<file path="src/rtl/des_align_160.sv">
// Serial-to-parallel receiver: shifts 1-bit stream, hunts/verifies a sync word, forwards data words once locked.
// Data words appear 1 clock after the enabled cycle carrying their LSB; enable=0 freezes all state.
module des_align_160 #(
   parameter logic [7:0] SYNC_WORD  = 8'hBC,
   parameter int          FRAME_LEN  = 4,
   parameter int          LOCK_COUNT = 3,
   parameter int          MISS_LIMIT = 2
) (
   input  logic       clock_160,
   input  logic       reset,
   input  logic       enable,
   input  logic       data_in,
   output logic [7:0] data_out,
   output logic       data_valid,
   output logic       locked,
   output logic       sync_err
);

   typedef enum logic [1:0] {
      HUNT   = 2'd0,
      VERIFY = 2'd1,
      LOCKED = 2'd2
   } state_t;

   localparam logic [3:0] SYNC_SLOT = 4'(FRAME_LEN);
   localparam logic [3:0] LOCK_N    = 4'(LOCK_COUNT);
   localparam logic [3:0] MISS_N    = 4'(MISS_LIMIT);

   state_t     state_q, state_d;
   logic [7:0] sr_q, sr_d;
   logic [2:0] bit_cnt_q, bit_cnt_d;
   logic [3:0] word_cnt_q, word_cnt_d;
   logic [3:0] match_cnt_q, match_cnt_d;
   logic [3:0] miss_cnt_q, miss_cnt_d;
   logic [7:0] data_out_q, data_out_d;
   logic       data_valid_q, data_valid_d;
   logic       locked_q, locked_d;
   logic       sync_err_q, sync_err_d;

   logic [7:0] cur;
   logic       sync_hit;
   logic       word_done;
   logic       sync_slot;

   assign cur       = {sr_q[6:0], data_in};
   assign sync_hit  = (cur == SYNC_WORD);
   assign word_done = (bit_cnt_q == 3'd7);
   assign sync_slot = (word_cnt_q == SYNC_SLOT);

   always_ff @(posedge clock_160) begin
      if (reset) begin
         state_q      <= HUNT;
         sr_q         <= 8'h00;
         bit_cnt_q    <= 3'd0;
         word_cnt_q   <= 4'd0;
         match_cnt_q  <= 4'd0;
         miss_cnt_q   <= 4'd0;
         data_out_q   <= 8'h00;
         data_valid_q <= 1'b0;
         locked_q     <= 1'b0;
         sync_err_q   <= 1'b0;
      end else begin
         state_q      <= state_d;
         sr_q         <= sr_d;
         bit_cnt_q    <= bit_cnt_d;
         word_cnt_q   <= word_cnt_d;
         match_cnt_q  <= match_cnt_d;
         miss_cnt_q   <= miss_cnt_d;
         data_out_q   <= data_out_d;
         data_valid_q <= data_valid_d;
         locked_q     <= locked_d;
         sync_err_q   <= sync_err_d;
      end
   end

   always_comb begin
      state_d = state_q;
      if (enable) begin
         case (state_q)
            HUNT: begin
               if (sync_hit) state_d = VERIFY;
            end
            VERIFY: begin
               if (word_done && sync_slot) begin
                  if (!sync_hit)
                     state_d = HUNT;
                  else if (match_cnt_q + 4'd1 == LOCK_N)
                     state_d = LOCKED;
               end
            end
            LOCKED: begin
               if (word_done && sync_slot && !sync_hit && (miss_cnt_q + 4'd1 == MISS_N))
                  state_d = HUNT;
            end
            default: state_d = HUNT;
         endcase
      end
   end

   always_comb begin
      sr_d         = sr_q;
      bit_cnt_d    = bit_cnt_q;
      word_cnt_d   = word_cnt_q;
      match_cnt_d  = match_cnt_q;
      miss_cnt_d   = miss_cnt_q;
      data_out_d   = data_out_q;
      data_valid_d = 1'b0;
      sync_err_d   = 1'b0;
      if (enable) begin
         sr_d = cur;
         if (state_q == HUNT) begin
            if (sync_hit) begin
               bit_cnt_d   = 3'd0;
               word_cnt_d  = 4'd0;
               match_cnt_d = 4'd1;
               miss_cnt_d  = 4'd0;
            end
         end else begin
            bit_cnt_d = bit_cnt_q + 3'd1;
            if (word_done) begin
               if (sync_slot) begin
                  word_cnt_d = 4'd0;
                  if (state_q == VERIFY) begin
                     if (sync_hit) match_cnt_d = match_cnt_q + 4'd1;
                  end else if (sync_hit) begin
                     miss_cnt_d = 4'd0;
                  end else begin
                     sync_err_d = 1'b1;
                     miss_cnt_d = miss_cnt_q + 4'd1;
                  end
               end else begin
                  word_cnt_d = word_cnt_q + 4'd1;
                  if (state_q == LOCKED) begin
                     data_out_d   = cur;
                     data_valid_d = 1'b1;
                  end
               end
            end
         end
         // Any fall back to HUNT restarts alignment from scratch.
         if (state_d == HUNT && state_q != HUNT) begin
            bit_cnt_d   = 3'd0;
            word_cnt_d  = 4'd0;
            match_cnt_d = 4'd0;
            miss_cnt_d  = 4'd0;
         end
      end
   end

   assign locked_d   = (state_d == LOCKED);
   assign data_out   = data_out_q;
   assign data_valid = data_valid_q;
   assign locked     = locked_q;
   assign sync_err   = sync_err_q;

endmodule

</file>
<file path="config.mk">
export PLATFORM = sky130hd
export DESIGN_NAME = des_align_160
export DESIGN_NICKNAME = d
export VERILOG_FILES = /design/src/rtl/des_align_160.sv
export SDC_FILE = /design/constraint.sdc
export NUM_CORES = 1
export LEC_CHECK = 0
export ABC_AREA = 0
export CAP_MARGIN = 10
export CORE_MARGIN = 8
export CORE_UTILIZATION = 45
export CTS_CLUSTER_DIAMETER = 80
export DETAILED_ROUTE_END_ITERATION = 8
export GPL_TIMING_DRIVEN = 0
export RECOVER_POWER = 100
export SETUP_SLACK_MARGIN = 0.1
export SLEW_MARGIN = 10
export SYNTH_ARGS = -nofsm -noshare
export SYNTH_HDL_FRONTEND = slang
export SYNTH_SLANG_ARGS = --single-unit
export TNS_END_PERCENT = 10
</file>
<file path="constraint.sdc">
create_clock -name clock_160 -period 2.65 [get_ports clock_160]
set_input_delay 0.3975 -clock clock_160 [delete_from_list [all_inputs] [get_ports clock_160]]
set_output_delay 0.3975 -clock clock_160 [all_outputs]
set_load 0.03 [all_outputs]
</file>
==> flow_summary_export.csv <==
group,metric,value,unit
drt,dr.pass1.iters,4,
final_layout,fill_cells,365,
sta,min_period_over_period,0.944,
sta,rsz0062_at_grt,"yes",
worst_setup_path,crit_fanout,7,
floorplan,dieWidth,79.9,um
placed_design,pre_cts_slack,-213,ps
cts,clk_latency,290,ps
yosys,synth_flop_cell,"dfxtp_1",
yosys,synth_edf_count,0,
placed_design,port_buffers,13,
global_route,use_met1,0.163,
global_route,grt_max_degree,12,
power,leakagePower,0.814,nW
power,irDropWorstVdd,0.000298,V
global_route,grt_busiest_layer,"met2",
yosys,netlist_instances,204,
cts,cts-root-buf,"clkbuf_8",
cts,clock-sinks,35,
floorplan,die_h,79.9,um
drt,drt-total-wl,4.22,mm
drt,viasPerCell,5.59,
yosys,ys_warn_count,0,
sta,finalHoldViolCount,0,
cts,path_clk_slew,70,ps
sta,fin_crit,2500,ps
cts,cts_tree,"yes",
sta,fin_ws,149,ps
cts,htree_num_levels,2,
sta,relSlewSlack,0.566,
yosys,ys_types,50,
global_route,grt.overflow.total,0,
sta,setup_violations,0,
sta,finClkSkew,8.74,ps
drt,vias,1549,
drt,wl_per_cell,15.2,um
final_layout,final_area,0.00213,mm^2
yosys,synth.cell_area,0.00184,mm^2
floorplan,num_rows,23,
sta,max_freq,400,MHz
power,p_per_area,441,mW/mm^2
yosys,seq_area_frac_synth,0.381,
placed_design,dpl_cell_area,0.00203,mm^2
floorplan,ioPinCount,15,
drt,drc,0,
global_route,use_met2,0.205,
placed_design,dp.final_hpwl,2.95,mm
floorplan,core,0.00397,mm^2
floorplan,die_area,0.00638,mm^2
sta,slew_violations,0,
global_route,first_global_vias,1434,
drt,ant_nets,0,
sta,worst_slew_pin_slew,651,ps
power,total_power,0.942,mW
status,status,"finished, final reports clean",
global_route,grt_pass1_wl,6.79,mm
cts,cts_buffers,5,
global_route,track_usage,0.131,
worst_setup_path,crit_path_start_kind,"register",
hold_path,min_path_type,"reg -> reg",
yosys,syn_nets,216,
yosys,ys_async_sr_fraction,0,
floorplan,initial_core_util,0.463,
worst_setup_path,critPathRequiredTime,2870,ps
cts,clk_path_buf_depth,2,
cts,holdBufCountCts,0,
final_layout,layout-area-overhead-vs-synth,16.1,%
worst_setup_path,crit_arrival,2720,ps
drt,drt_iter0_drc,82,
yosys,synth.avg_cell_area,9.00,um^2
final_layout,n_antenna_cell,0,
worst_setup_path,cp-end-kind,"register",
final_layout,fin_nets,238,
worst_setup_path,path_class,"reg -> reg",
final_layout,drive_gt1_frac,0.101,
placed_design,place_congestion,0.806,
global_route,grt_antenna_before_repair,0,
yosys,ys_seq_elements,35,
global_route,use_met3,0.0315,
job,maxCapViolCount,0,
power breakdown:
part / internal, mW / leakage, nW / switching (mW)
logic: 0.0104 / 0.490 / 0.0177
registers: 0.527 / 0.283 / 0.00244
clock network: 0.184 / 0.0412 / 0.200
total: 0.722 / 0.814 / 0.220
area by class of cell:
| class | instances | area [um^2] | share of cell area |
|---|---|---|---|
| plain buffers | 11 | 50.0 | 0.0235 |
| multi-input cells | 151 | 1060 | 0.498 |
| clock inverters | 2 | 12.5 | 0.00587 |
| well taps | 50 | 62.6 | 0.0293 |
| inverters | 7 | 26.3 | 0.0123 |
| repair buffers | 15 | 145 | 0.0680 |
| flip-flops and latches | 35 | 702 | 0.329 |
| clock buffers | 6 | 72.6 | 0.0340 |
cells in the final DEF, fill, tap and decap left out, types with 3 or more instances in the layout:
master,Yosys,final
a21oi_1,14,14
a31oi_1,4,4
buf_4,2,4
clkbuf_1,6,9
clkbuf_8,0,5
dfxtp_1,35,34
dlygate4sd3_1,0,12
ha_1,8,8
inv_1,7,7
mux2i_1,15,15
nand2_1,14,14
nand2b_1,6,6
nand3_1,8,8
nand4_1,3,3
nor2_1,28,28
nor3_1,3,3
o21ai_0,5,5
or4_1,3,3
metal layers:
layer / part of all wire / routed length, um
met2: 0.47 / 1990
met5: 0 / 0
met1: 0.46 / 1950
met4: 0.020 / 85
met3: 0.046 / 196
kinds of logic after synthesis:
kind of cell             count (synthesis)  synth area share
XOR/XNOR                                 2           0.00954
AND/OR/NAND/NOR                         84             0.257
buffers and inverters                   18            0.0416
flip-flops                              35             0.381
AO/OA/AOI/OAI                           42             0.174
multiplexers                            15            0.0817
adder cells (fa/ha/maj)                  8            0.0545
repair_timing:
item,4_1_cts,5_1_grt
pin swaps,0,3
buffers inserted,0,2
resized for setup,1,4
endpoints found under the setup margin,10,12
gates cloned,0,0
state kept, by name (all words and copies together) (netlist names):
| name | cells |
|---|---|
| data_out | 8 |
| sr_q | 7 |
| match_cnt_q | 4 |
| miss_cnt_q | 4 |
| word_cnt_q | 4 |
| bit_cnt_q | 3 |
| state_q | 2 |
| data_valid | 1 |
| locked | 1 |
| sync_err | 1 |
cell usage after synthesis (all sizes together), types with 2 or more instances:
| library cell | number | area [um^2] |
|---|---|---|
| a21oi | 14 | 70.1 |
| a22oi | 2 | 20.0 |
| a31oi | 4 | 25.0 |
| a41oi | 3 | 52.6 |
| and2 | 2 | 12.5 |
| buf | 5 | 27.5 |
| clkbuf | 6 | 22.5 |
| dfxtp | 35 | 701 |
| ha | 8 | 100 |
| inv | 7 | 26.3 |
| mux2i | 15 | 150 |
| nand2 | 14 | 52.6 |
| nand2b | 6 | 37.5 |
| nand3 | 8 | 40.0 |
| nand3b | 2 | 15.0 |
| nand4 | 3 | 18.8 |
| nand4b | 3 | 41.3 |
| nor2 | 28 | 105 |
| nor3 | 3 | 15.0 |
| nor4 | 2 | 12.5 |
| o21ai | 7 | 35.0 |
| o31ai | 2 | 15.0 |
| or3 | 2 | 12.5 |
| or4 | 4 | 33.8 |
| xor2 | 2 | 17.5 |
worst max-delay path, stage by stage, from the launching register on:
cell	delay [ps]
dfxtp_1	450
ha_1	190
nand2_1	60
or4_4	570
a32oi_4	340
a41oi_2	230
or4_1	440
a21oi_1	150
metrics by stage:
step	util	instances	hold WS, ps	setup TNS, ps
6_report	0.537	277	463	0
5_1_grt	0.537	277	485	0
4_1_cts	0.534	275	466	0
3_5_place_dp	0.511	267	455	-2010
3_3_place_gp	0.511	267	443	-1600
2_1_floorplan	-	204	436	0
path summary, 6_finish.rpt:
path                  start  cells after the start  slack, ps       endpoint
min reg2reg    bit_cnt_q[1]                      2        460   bit_cnt_q[1]
min            bit_cnt_q[1]                      2        460   bit_cnt_q[1]
max          match_cnt_q[1]                      7        150  word_cnt_q[2]
max reg2reg  match_cnt_q[1]                      7        150  word_cnt_q[2]
No activity file was read; power rests on OpenSTA's default activity.
